[src/rtl/monitor_sched_pkg.sv]
// Shared types for the monitor event scheduler: FSM states, default widths, event record.
package monitor_sched_pkg;

  localparam int DEF_DATA_W  = 64;
  localparam int DEF_DELTA_W = 32;

  typedef enum logic [1:0] {
    ST_IDLE  = 2'd0,
    ST_WAIT  = 2'd1,
    ST_ISSUE = 2'd2,
    ST_GAP   = 2'd3
  } sched_state_e;

  typedef struct packed {
    logic [DEF_DELTA_W-1:0] delta;
    logic [DEF_DATA_W-1:0]  data;
  } sched_event_t;

endpackage

[src/rtl/sched_event_fifo.sv]
// Small synchronous FIFO holding pending (delta, data) events; flush empties it and
// wins over a same-cycle push or pop.
module sched_event_fifo #(
  parameter int W     = 96,
  parameter int DEPTH = 4
) (
  input  logic         clk,
  input  logic         rst_n,
  input  logic         flush_i,
  input  logic         push_i,
  input  logic [W-1:0] wdata_i,
  input  logic         pop_i,
  output logic [W-1:0] rdata_o,
  output logic         full_o,
  output logic         empty_o
);

  localparam int AW = $clog2(DEPTH);

  logic [AW:0]  wr_ptr_q, wr_ptr_d;
  logic [AW:0]  rd_ptr_q, rd_ptr_d;
  logic [W-1:0] mem_q [DEPTH];
  logic         do_push, do_pop;

  // Extra pointer MSB distinguishes full from empty when the indices match.
  assign empty_o = (wr_ptr_q == rd_ptr_q);
  assign full_o  = (wr_ptr_q[AW] != rd_ptr_q[AW]) && (wr_ptr_q[AW-1:0] == rd_ptr_q[AW-1:0]);
  assign do_push = push_i && !full_o && !flush_i;
  assign do_pop  = pop_i && !empty_o && !flush_i;
  assign rdata_o = mem_q[rd_ptr_q[AW-1:0]];

  always_comb begin
    wr_ptr_d = wr_ptr_q;
    rd_ptr_d = rd_ptr_q;
    if (flush_i) begin
      wr_ptr_d = '0;
      rd_ptr_d = '0;
    end else begin
      if (do_push) wr_ptr_d = wr_ptr_q + (AW+1)'(1);
      if (do_pop)  rd_ptr_d = rd_ptr_q + (AW+1)'(1);
    end
  end

  always_ff @(posedge clk or negedge rst_n) begin
    if (!rst_n) begin
      wr_ptr_q <= '0;
      rd_ptr_q <= '0;
    end else begin
      wr_ptr_q <= wr_ptr_d;
      rd_ptr_q <= rd_ptr_d;
    end
  end

  always_ff @(posedge clk) begin
    if (do_push) mem_q[wr_ptr_q[AW-1:0]] <= wdata_i;
  end

endmodule

[src/rtl/monitor_event_scheduler.sv]
// Pops timestamped events, idles <delta> cycles, then strobes the value into the
// monitor input, keeping at least MIN_GAP+1 cycles between strobes.
module monitor_event_scheduler
  import monitor_sched_pkg::*;
#(
  parameter int DATA_W  = DEF_DATA_W,
  parameter int DELTA_W = DEF_DELTA_W,
  parameter int DEPTH   = 4,
  parameter int MIN_GAP = 2
) (
  input  logic               clk,
  input  logic               rst,
  input  logic               en,
  input  logic               flush,
  input  logic               ev_valid,
  output logic               ev_ready,
  input  logic [DELTA_W-1:0] ev_delta,
  input  logic [DATA_W-1:0]  ev_data,
  output logic [DATA_W-1:0]  input_0,
  output logic               new_input_0,
  output logic               busy,
  output logic [15:0]        issued_cnt,
  output logic [1:0]         dbg_state
);

  // Host handshake: an event transfers on a rising edge where ev_valid && ev_ready
  // and flush is low; ev_ready depends only on FIFO occupancy, never on ev_valid.

  sched_state_e        state_q;
  logic [DELTA_W-1:0]  dly_cnt_q;
  logic [DATA_W-1:0]   data_q;
  logic [15:0]         issued_cnt_q;

  logic [DATA_W+DELTA_W-1:0] head;
  logic [DELTA_W-1:0]        head_delta;
  logic [DATA_W-1:0]         head_data;
  logic                      fifo_full, fifo_empty, fifo_pop;

  assign fifo_pop   = en && !flush && (state_q == ST_IDLE) && !fifo_empty;
  assign head_delta = head[DATA_W +: DELTA_W];
  assign head_data  = head[DATA_W-1:0];

  sched_event_fifo #(
    .W     (DATA_W + DELTA_W),
    .DEPTH (DEPTH)
  ) u_fifo (
    .clk     (clk),
    .rst_n   (rst),
    .flush_i (flush),
    .push_i  (ev_valid),
    .wdata_i ({ev_delta, ev_data}),
    .pop_i   (fifo_pop),
    .rdata_o (head),
    .full_o  (fifo_full),
    .empty_o (fifo_empty)
  );

  // dly_cnt doubles as the GAP counter since the two phases never overlap.
  always_ff @(posedge clk or negedge rst) begin
    if (!rst) begin
      state_q      <= ST_IDLE;
      dly_cnt_q    <= '0;
      data_q       <= '0;
      issued_cnt_q <= '0;
    end else if (flush && (state_q == ST_WAIT || state_q == ST_GAP)) begin
      state_q <= ST_IDLE;
    end else if (en) begin
      case (state_q)
        ST_IDLE: begin
          if (fifo_pop) begin
            dly_cnt_q <= head_delta;
            data_q    <= head_data;
            state_q   <= (head_delta == '0) ? ST_ISSUE : ST_WAIT;
          end
        end
        ST_WAIT: begin
          if (dly_cnt_q == DELTA_W'(1)) state_q <= ST_ISSUE;
          else dly_cnt_q <= dly_cnt_q - DELTA_W'(1);
        end
        ST_ISSUE: begin
          issued_cnt_q <= issued_cnt_q + 16'd1;
          if (MIN_GAP > 1) begin
            state_q   <= ST_GAP;
            dly_cnt_q <= DELTA_W'(MIN_GAP - 1);
          end else begin
            state_q <= ST_IDLE;
          end
        end
        ST_GAP: begin
          if (dly_cnt_q == DELTA_W'(1)) state_q <= ST_IDLE;
          else dly_cnt_q <= dly_cnt_q - DELTA_W'(1);
        end
        default: state_q <= ST_IDLE;
      endcase
    end
  end

  // Strobe is gated by en so a stalled ISSUE holds without firing.
  assign new_input_0 = (state_q == ST_ISSUE) && en;
  assign input_0     = new_input_0 ? data_q : '0;
  assign ev_ready    = !fifo_full;
  assign busy        = (state_q != ST_IDLE) || !fifo_empty;
  assign issued_cnt  = issued_cnt_q;
  assign dbg_state   = state_q;

endmodule
[config.mk]
export PLATFORM = sky130hd
export DESIGN_NAME = monitor_event_scheduler
export DESIGN_NICKNAME = d
export VERILOG_FILES = /design/src/rtl/monitor_sched_pkg.sv /design/src/rtl/sched_event_fifo.sv /design/src/rtl/monitor_event_scheduler.sv
export SDC_FILE = /design/constraint.sdc
export NUM_CORES = 1
export LEC_CHECK = 0
export CELL_PAD_IN_SITES_DETAIL_PLACEMENT = 2
export CELL_PAD_IN_SITES_GLOBAL_PLACEMENT = 2
export CORE_UTILIZATION = 29
export DETAILED_ROUTE_END_ITERATION = 10
export GPL_ROUTABILITY_DRIVEN = 0
export PLACE_DENSITY = 0.61
export SYNTH_ARGS = -nofsm -noshare
export SYNTH_HDL_FRONTEND = slang
export SYNTH_HIERARCHICAL = 1
export SYNTH_SLANG_ARGS = --single-unit
[constraint.sdc]
create_clock -name clk -period 5.3 [get_ports clk]
set_clock_uncertainty 0.05 [all_clocks]
set_input_delay 1.325 -clock clk [delete_from_list [all_inputs] [get_ports clk]]
set_output_delay 1.325 -clock clk [all_outputs]
set_load 0.01 [all_outputs]
Yosys cells after proc, flatten, opt, wreduce, memory -nomap -nowiden
Memories as Yosys holds them, arrays and structs flattened.
Index checks and enable logic that the tools add are counted.
{"block": "word_totals", "ff_bits": 120, "latch_bits": 0, "mem_bits_rw": 384, "mem_bits_ro": 0, "out_inout_bits": 85, "wordCells": 67, "mem_count": 1}
{"block": "classes", "add_sub_neg": 4, "n_mul": 0, "div": 0, "n_lt_le_gt_ge": 0, "eq_ne": 12, "shifts": 0, "n_mux": 17, "n_bitwise": 1, "reduce_logical": 26}
{"memory": "u_fifo.mem_q", "depth": 4, "width": 96, "read_ports": 1, "rd_clocked_by_memory_dff": 0, "write_ports": 1, "line_no": "sched_event_fifo.sv:22", "source": "logic [W-1:0] mem_q [DEPTH];"}
{"op": "$pmux 32 s3", "count": 1}
{"op": "$mux 32", "count": 2}
{"op": "$mux 64", "count": 1}
{"op": "$eq 32x1->1 const B", "count": 1}
{"op": "$logic_not 32->1", "count": 1}
{"op": "$sub 32x1->32 const B", "count": 1}
{"op": "$add 16x1->16 const B", "count": 1}
{"op": "$mux 2", "count": 6}
{"op": "$mux 3", "count": 4}
{"op": "$reduce_and 4->1", "count": 3}
{"op": "$logic_and 1x1->1", "count": 10}
{"op": "$ne 3x1->1 const B", "count": 3}
{"op": "$pmux 2 s4", "count": 1}
{"op": "$reduce_bool 2->1", "count": 4}
{"op": "$add 3x1->3 const B", "count": 2}
{"op": "$eq 2x2->1 const B", "count": 2}
{"op": "$eq 3x3->1", "count": 1}
{"op": "$logic_not 1->1", "count": 3}
{"op": "$reduce_and 3->1", "count": 1}
{"op": "$eq 2x1->1 const B", "count": 1}
{"op": "$eq 2x2->1", "count": 1}
{"op": "$logic_not 2->1", "count": 1}
{"op": "$logic_or 1x1->1", "count": 2}
{"op": "$mux 1", "count": 2}
{"op": "5 further kinds", "count": 5}

Depth between registers and ports, before layout
{"block": "logic_depth", "ltp_word": 8, "mapped_depth": 10, "ltp_nobuf": 7}

Cells and area by module
Netlist, hierarchy kept.
{"mod": "sched_event_fifo", "instances": 1, "cells_per_inst": 568, "area_each_um2": 14396.3, "seq_area_each_um2": 11681.2}
{"mod": "monitor_event_scheduler", "instances": 1, "cells_per_inst": 564, "area_each_um2": 5863.1, "seq_area_each_um2": 2852.7}

Least setup slack after synthesis
No wires, ideal clock.
{"block": "synth_timing", "kind": "input port to flip-flop", "from": "in ev_valid", "to": "mem u_fifo.mem_q[1][0], enable pin", "setup_ns": 0.467, "t_arrival_ns": 3.921, "setup_slack_ns": 0.862, "cell_stages": 2, "cell_sequence": "clkbuf_1 > and4b_1"}
{"block": "synth_between", "elab_chain_cells": 4}
{"element": "start, declared", "line_no": "monitor_event_scheduler.sv:15", "source": "input logic ev_valid,"}
{"element": "$logic_and 1x1->1 (2 in a row)", "line_no": "sched_event_fifo.sv:28", "source": "assign do_push = push_i && !full_o && !flush_i;"}
{"element": "$mux 1", "line_no": "sched_event_fifo.sv:55", "source": "if (do_push) mem_q[wr_ptr_q[AW-1:0]] <= wdata_i;"}
{"element": "$mux 1 (not written as such)", "line_no": "sched_event_fifo.sv:55"}
{"element": "end, declared", "line_no": "sched_event_fifo.sv:22"}
No other way between the ends.

Worst setup path after layout
{"block": "layout_timing", "from": "reg state_q[0], in the netlist dbg_state[0]", "to": "out input_0[47]"}
{"block": "layout_between", "elab_chain_cells": 3}
{"element": "start, declared", "line_no": "monitor_event_scheduler.sv:29", "source": "sched_state_e state_q;"}
{"element": "start signal, assigned", "line_no": "monitor_event_scheduler.sv:73", "source": "state_q <= (head_delta == '0) ? ST_ISSUE : ST_WAIT;"}
{"element": "$eq 2x2->1", "line_no": "monitor_event_scheduler.sv:99", "source": "assign new_input_0 = (state_q == ST_ISSUE) && en;"}
{"element": "$logic_and 1x1->1", "line_no": "monitor_event_scheduler.sv:99"}
{"element": "$mux 64", "line_no": "monitor_event_scheduler.sv:100", "source": "assign input_0 = new_input_0 ? data_q : '0;"}
{"element": "end, declared", "line_no": "monitor_event_scheduler.sv:19", "source": "output logic [DATA_W-1:0] input_0,"}
No other way between the ends.

==> run_summary.xml <==
<?xml version="1.0" encoding="UTF-8"?>
<metrics>
  <group name="run_status">
    <metric name="run_status" unit="">completed</metric>
  </group>
  <group name="route">
    <metric name="number_of_search_and_repair_iterations_in_the_first_detailed_routing_pass" unit="">5</metric>
    <metric name="wl" unit="mm">53.6</metric>
    <metric name="initialDrtViolationCount" unit="">602</metric>
    <metric name="viasPerCell" unit="">4.87</metric>
    <metric name="routed-via-count" unit="">11300</metric>
    <metric name="drtAntennaViolNets" unit="">0</metric>
    <metric name="post_drt_wl_per_cell" unit="µm">23.1</metric>
    <metric name="drcViolationCount" unit="">0</metric>
  </group>
  <group name="clocking">
    <metric name="worstSkewPairLatency" unit="ns">0.62</metric>
    <metric name="cts_htree_levels" unit="">2</metric>
    <metric name="cts-root-to-sink-buffers" unit="">3</metric>
    <metric name="cts_buffers" unit="">56</metric>
    <metric name="clock_tree.root_cell" unit="">sky130_fd_sc_hd__clkbuf_16</metric>
    <metric name="cts_tree" unit="">done</metric>
    <metric name="post_cts_resized" unit="">0</metric>
    <metric name="post_cts_hold_buffer_count" unit="">0</metric>
    <metric name="cts_num_sinks" unit="">504</metric>
    <metric name="cts_setup_buffers" unit="">0</metric>
    <metric name="clkSlewWorstSetupHoldPaths" unit="ns">0.06</metric>
  </group>
  <group name="cells_and_area">
    <metric name="fraction_of_final_layout_cells_with_drive_strength_greater_than_1" unit="%">21.6</metric>
    <metric name="layout.cells.most_common" unit="">sky130_fd_sc_hd__edfxtp_1</metric>
    <metric name="layout.cells.non_filler" unit="">2316</metric>
    <metric name="areaGrowthSynthToFinish" unit="%">25.2</metric>
    <metric name="design.final.nets" unit="">1450</metric>
    <metric name="mostFrequentLayoutCells" unit="">sky130_fd_sc_hd__edfxtp_1 (384), sky130_fd_sc_hd__clkdlybuf4s50_1 (183), sky130_fd_sc_hd__dfrtp_1 (118)</metric>
  </group>
  <group name="floorplanning">
    <metric name="core_region" unit="µm²">68800</metric>
    <metric name="floorplan.io_pins" unit="">186</metric>
    <metric name="die_height" unit="µm">266</metric>
    <metric name="rows" unit="">96</metric>
    <metric name="die_x" unit="µm">266</metric>
    <metric name="fp.dieArea" unit="µm²">70900</metric>
    <metric name="initial_cell_density_of_the_core" unit="%">29.4</metric>
  </group>
  <group name="synth">
    <metric name="synthesis.instances" unit="">1132</metric>
    <metric name="synth-warning-count" unit="">6</metric>
    <metric name="synth.mux.area_fraction" unit="%">14.4</metric>
    <metric name="synth.ff_latch_count" unit="">504</metric>
    <metric name="synth_largest_area_cell" unit="">sky130_fd_sc_hd__edfxtp_1</metric>
    <metric name="netlist_area" unit="µm²">20300</metric>
    <metric name="synth-adder-area-share" unit="%">0.803</metric>
    <metric name="postSynth.topFlopCell" unit="">sky130_fd_sc_hd__edfxtp_1</metric>
    <metric name="synth-simple-area-share" unit="%">6.26</metric>
    <metric name="synthDominantCellAreaShare" unit="%">56.9</metric>
    <metric name="synth-edff-count" unit="">384</metric>
    <metric name="netlist_top_cells_area" unit="">sky130_fd_sc_hd__edfxtp_1 (57%), sky130_fd_sc_hd__dfrtp_1 (15%), sky130_fd_sc_hd__mux4_2 (11%)</metric>
    <metric name="synth_compound_gate_area_share" unit="%">4.12</metric>
    <metric name="synth_xor_xnor_area_share" unit="%">1.02</metric>
    <metric name="ys_types" unit="">55</metric>
    <metric name="synthArstFlopShare" unit="%">23.8</metric>
    <metric name="post_synth.cell_area_avg" unit="µm²">17.9</metric>
    <metric name="nets_in_the_synthesized_netlist" unit="">1246</metric>
    <metric name="combinational_family_with_the_most_area_after_synthesis" unit="">multiplexers</metric>
    <metric name="synth.yosys.seq_area_share" unit="%">71.7</metric>
  </group>
  <group name="worst_setup_path">
    <metric name="arrival_time_of_data_at_the_critical_path_endpoint" unit="ns">3.06</metric>
    <metric name="cpMaxStageDelayCell" unit="">sky130_fd_sc_hd__ha_2</metric>
    <metric name="worstPathRequired" unit="ns">3.92</metric>
    <metric name="worstPathMaxFanout" unit="">32</metric>
    <metric name="critical-path-max-stage-delay" unit="ns">0.67</metric>
    <metric name="category_of_the_worst_setup_path_capture_point" unit="">output pin</metric>
    <metric name="worstSetupPathType" unit="">reg2out</metric>
    <metric name="critPathLaunchType" unit="">flop</metric>
    <metric name="timing.critical_path.cells" unit="">inv_1 &gt; ha_2 &gt; buf_4 &gt; and3_1 &gt; clkdlybuf4s50_1</metric>
  </group>
  <group name="placement">
    <metric name="count_of_buffers_from_port_buffering" unit="">185</metric>
    <metric name="placed_cells" unit="">2209</metric>
    <metric name="dpl.hpwl" unit="mm">33.3</metric>
  </group>
  <group name="timing">
    <metric name="relSlewSlack" unit="%">32.7</metric>
    <metric name="worst_slew_pin_slew" unit="ns">1.01</metric>
    <metric name="timing.hold.ws" unit="ns">0.432</metric>
    <metric name="final_min_period" unit="ns">4.43</metric>
    <metric name="final_hold_vios" unit="">0</metric>
    <metric name="final-max-slew-violation-count" unit="">0</metric>
    <metric name="fin_setup_tns" unit="ns">0</metric>
    <metric name="finalSetupViolCount" unit="">0</metric>
    <metric name="tcrit_tclk_final" unit="%">83.7</metric>
    <metric name="grt_setup_unrepaired" unit="">no</metric>
    <metric name="fmaxAchievable" unit="MHz">226</metric>
  </group>
  <group name="global_routing">
    <metric name="global_route.usage.total" unit="%">15.4</metric>
    <metric name="antenna_found_initial" unit="">10</metric>
    <metric name="gr_ovfl_total" unit="">0</metric>
    <metric name="first_pass_grt_wire_length" unit="mm">82.1</metric>
    <metric name="first_global_vias" unit="">12700</metric>
    <metric name="grt_start_max_net_pins" unit="">75</metric>
  </group>
  <group name="power">
    <metric name="fraction_of_power_consumed_by_sequential_logic" unit="%">44.2</metric>
    <metric name="p_sw" unit="mW">3.26</metric>
    <metric name="total_power" unit="mW">11.6</metric>
    <metric name="p_per_area" unit="nW/µm²">459</metric>
    <metric name="p_comb_share" unit="%">19.5</metric>
    <metric name="share_clk_of_total_power" unit="%">36.3</metric>
    <metric name="internal_power" unit="mW">8.37</metric>
    <metric name="power.leakage" unit="nW">8.69</metric>
    <metric name="power.share.switching" unit="%">28.0</metric>
    <metric name="irDropWorstVdd" unit="mV">0.218</metric>
  </group>
  <group name="flow_run">
    <metric name="maximum_capacitance_violations" unit="">0</metric>
  </group>
  <group name="hold_path">
    <metric name="hold_class" unit="">reg2reg</metric>
  </group>
</metrics>
==> path summary, 6_finish.rpt <==
path / slack (ns) / end / from / cells after the start
worst min-delay path: 0.43 / issued_cnt[15] / issued_cnt[15] / 1
min in group asynchronous: 0.65 / dly_cnt_q[20] / rst / 1
worst max register to register: 1.86 / dbg_state[0] / u_fifo/rd_ptr_q[0] / 7
worst min register to register: 0.43 / issued_cnt[15] / issued_cnt[15] / 1
worst max-delay path: 0.87 / input_0[47] / dbg_state[0] / 5
max in group asynchronous: 3.62 / u_fifo/rd_ptr_q[1] / rst / 2
==> worst max-delay path, delay by kind of cell (launching register included) <==
kind	cells	cell delay, ns
and+or+nand+nor	1	0.22
DFF	1	0.44
adders and majority gates	1	0.67
buffers and inverters	3	1.13
==> kinds of logic (layout without fill, tap and decap cells) <==
group | Yosys count | after routing
compound gates | 132 | 132
simple gates | 218 | 218
flops | 504 | 504
xor+xnor | 21 | 21
other cells | 0 | 1
fa+ha+maj | 13 | 13
buf+inv | 81 | 333
mux | 163 | 163
==> power by group through the flow <==
stage	Combinational (mW)	Sequential, mW	Clock (mW)
global route	2.50	5.20	4.50
global placement	2.24	5.21	0
finish	2.27	5.14	4.23
floorplan	1.47	5.03	0
CTS	2.32	5.15	4.36
detailed placement	2.30	5.23	0
==> synth_stat cells (13+ instances only) <==
master	count
sky130_fd_sc_hd__edfxtp_1	384
sky130_fd_sc_hd__dfrtp_1	120
sky130_fd_sc_hd__mux4_2	96
sky130_fd_sc_hd__and3_1	72
sky130_fd_sc_hd__mux2_2	65
sky130_fd_sc_hd__o21ai_0	53
sky130_fd_sc_hd__clkbuf_1	39
sky130_fd_sc_hd__nor2_1	32
sky130_fd_sc_hd__a21oi_1	19
sky130_fd_sc_hd__nor4_1	19
sky130_fd_sc_hd__nand2_1	16
sky130_fd_sc_hd__inv_1	15
sky130_fd_sc_hd__a22oi_1	13
sky130_fd_sc_hd__a32oi_1	13
sky130_fd_sc_hd__buf_2	13
sky130_fd_sc_hd__ha_1	13
==> per-stage QoR <==
stage	instance area (µm²)	worst slack [ns]	util (%)
finish	25400	0.866	36.9
global placement	23300	0.957	33.9
global route	25400	0.677	36.8
CTS	25400	0.778	36.8
floorplan	20300	0.862	-
detailed placement	23300	0.897	33.9
==> routing by layer <==
layer / GRT usage (%) / up-vias / routed length, µm / share of wire [%]
li1: - / 4976 / - / -
met1: 19.7 / 6003 / 23400 / 44
met2: 26.2 / 182 / 26700 / 50
met3: 3.63 / 92 / 2520 / 4.7
met4: 3.49 / 18 / 872 / 1.6
met5: 0 / - / 119 / 0.22
==> layout make-up <==
cell class | instances | area [µm²]
Multi-Input combinational cell | 547 | 5410
Fill cell | 6739 | 43500
Timing Repair Buffer | 212 | 2140
Sequential cell | 504 | 14500
Clock buffer | 77 | 1610
Clock inverter | 29 | 438
Inverter | 15 | 56.3
Tap cell | 931 | 1160
Antenna cell | 1 | 2.50
==> flip-flops by register name, indices dropped and copies added (netlist names) <==
name,cells
dbg_state,2
issued_cnt,16
dly_cnt_q,32
u_fifo/rd_ptr_q,3
u_fifo/mem_q,384
u_fifo/wr_ptr_q,3
data_q,64
(Power assumes the default switching activity.)
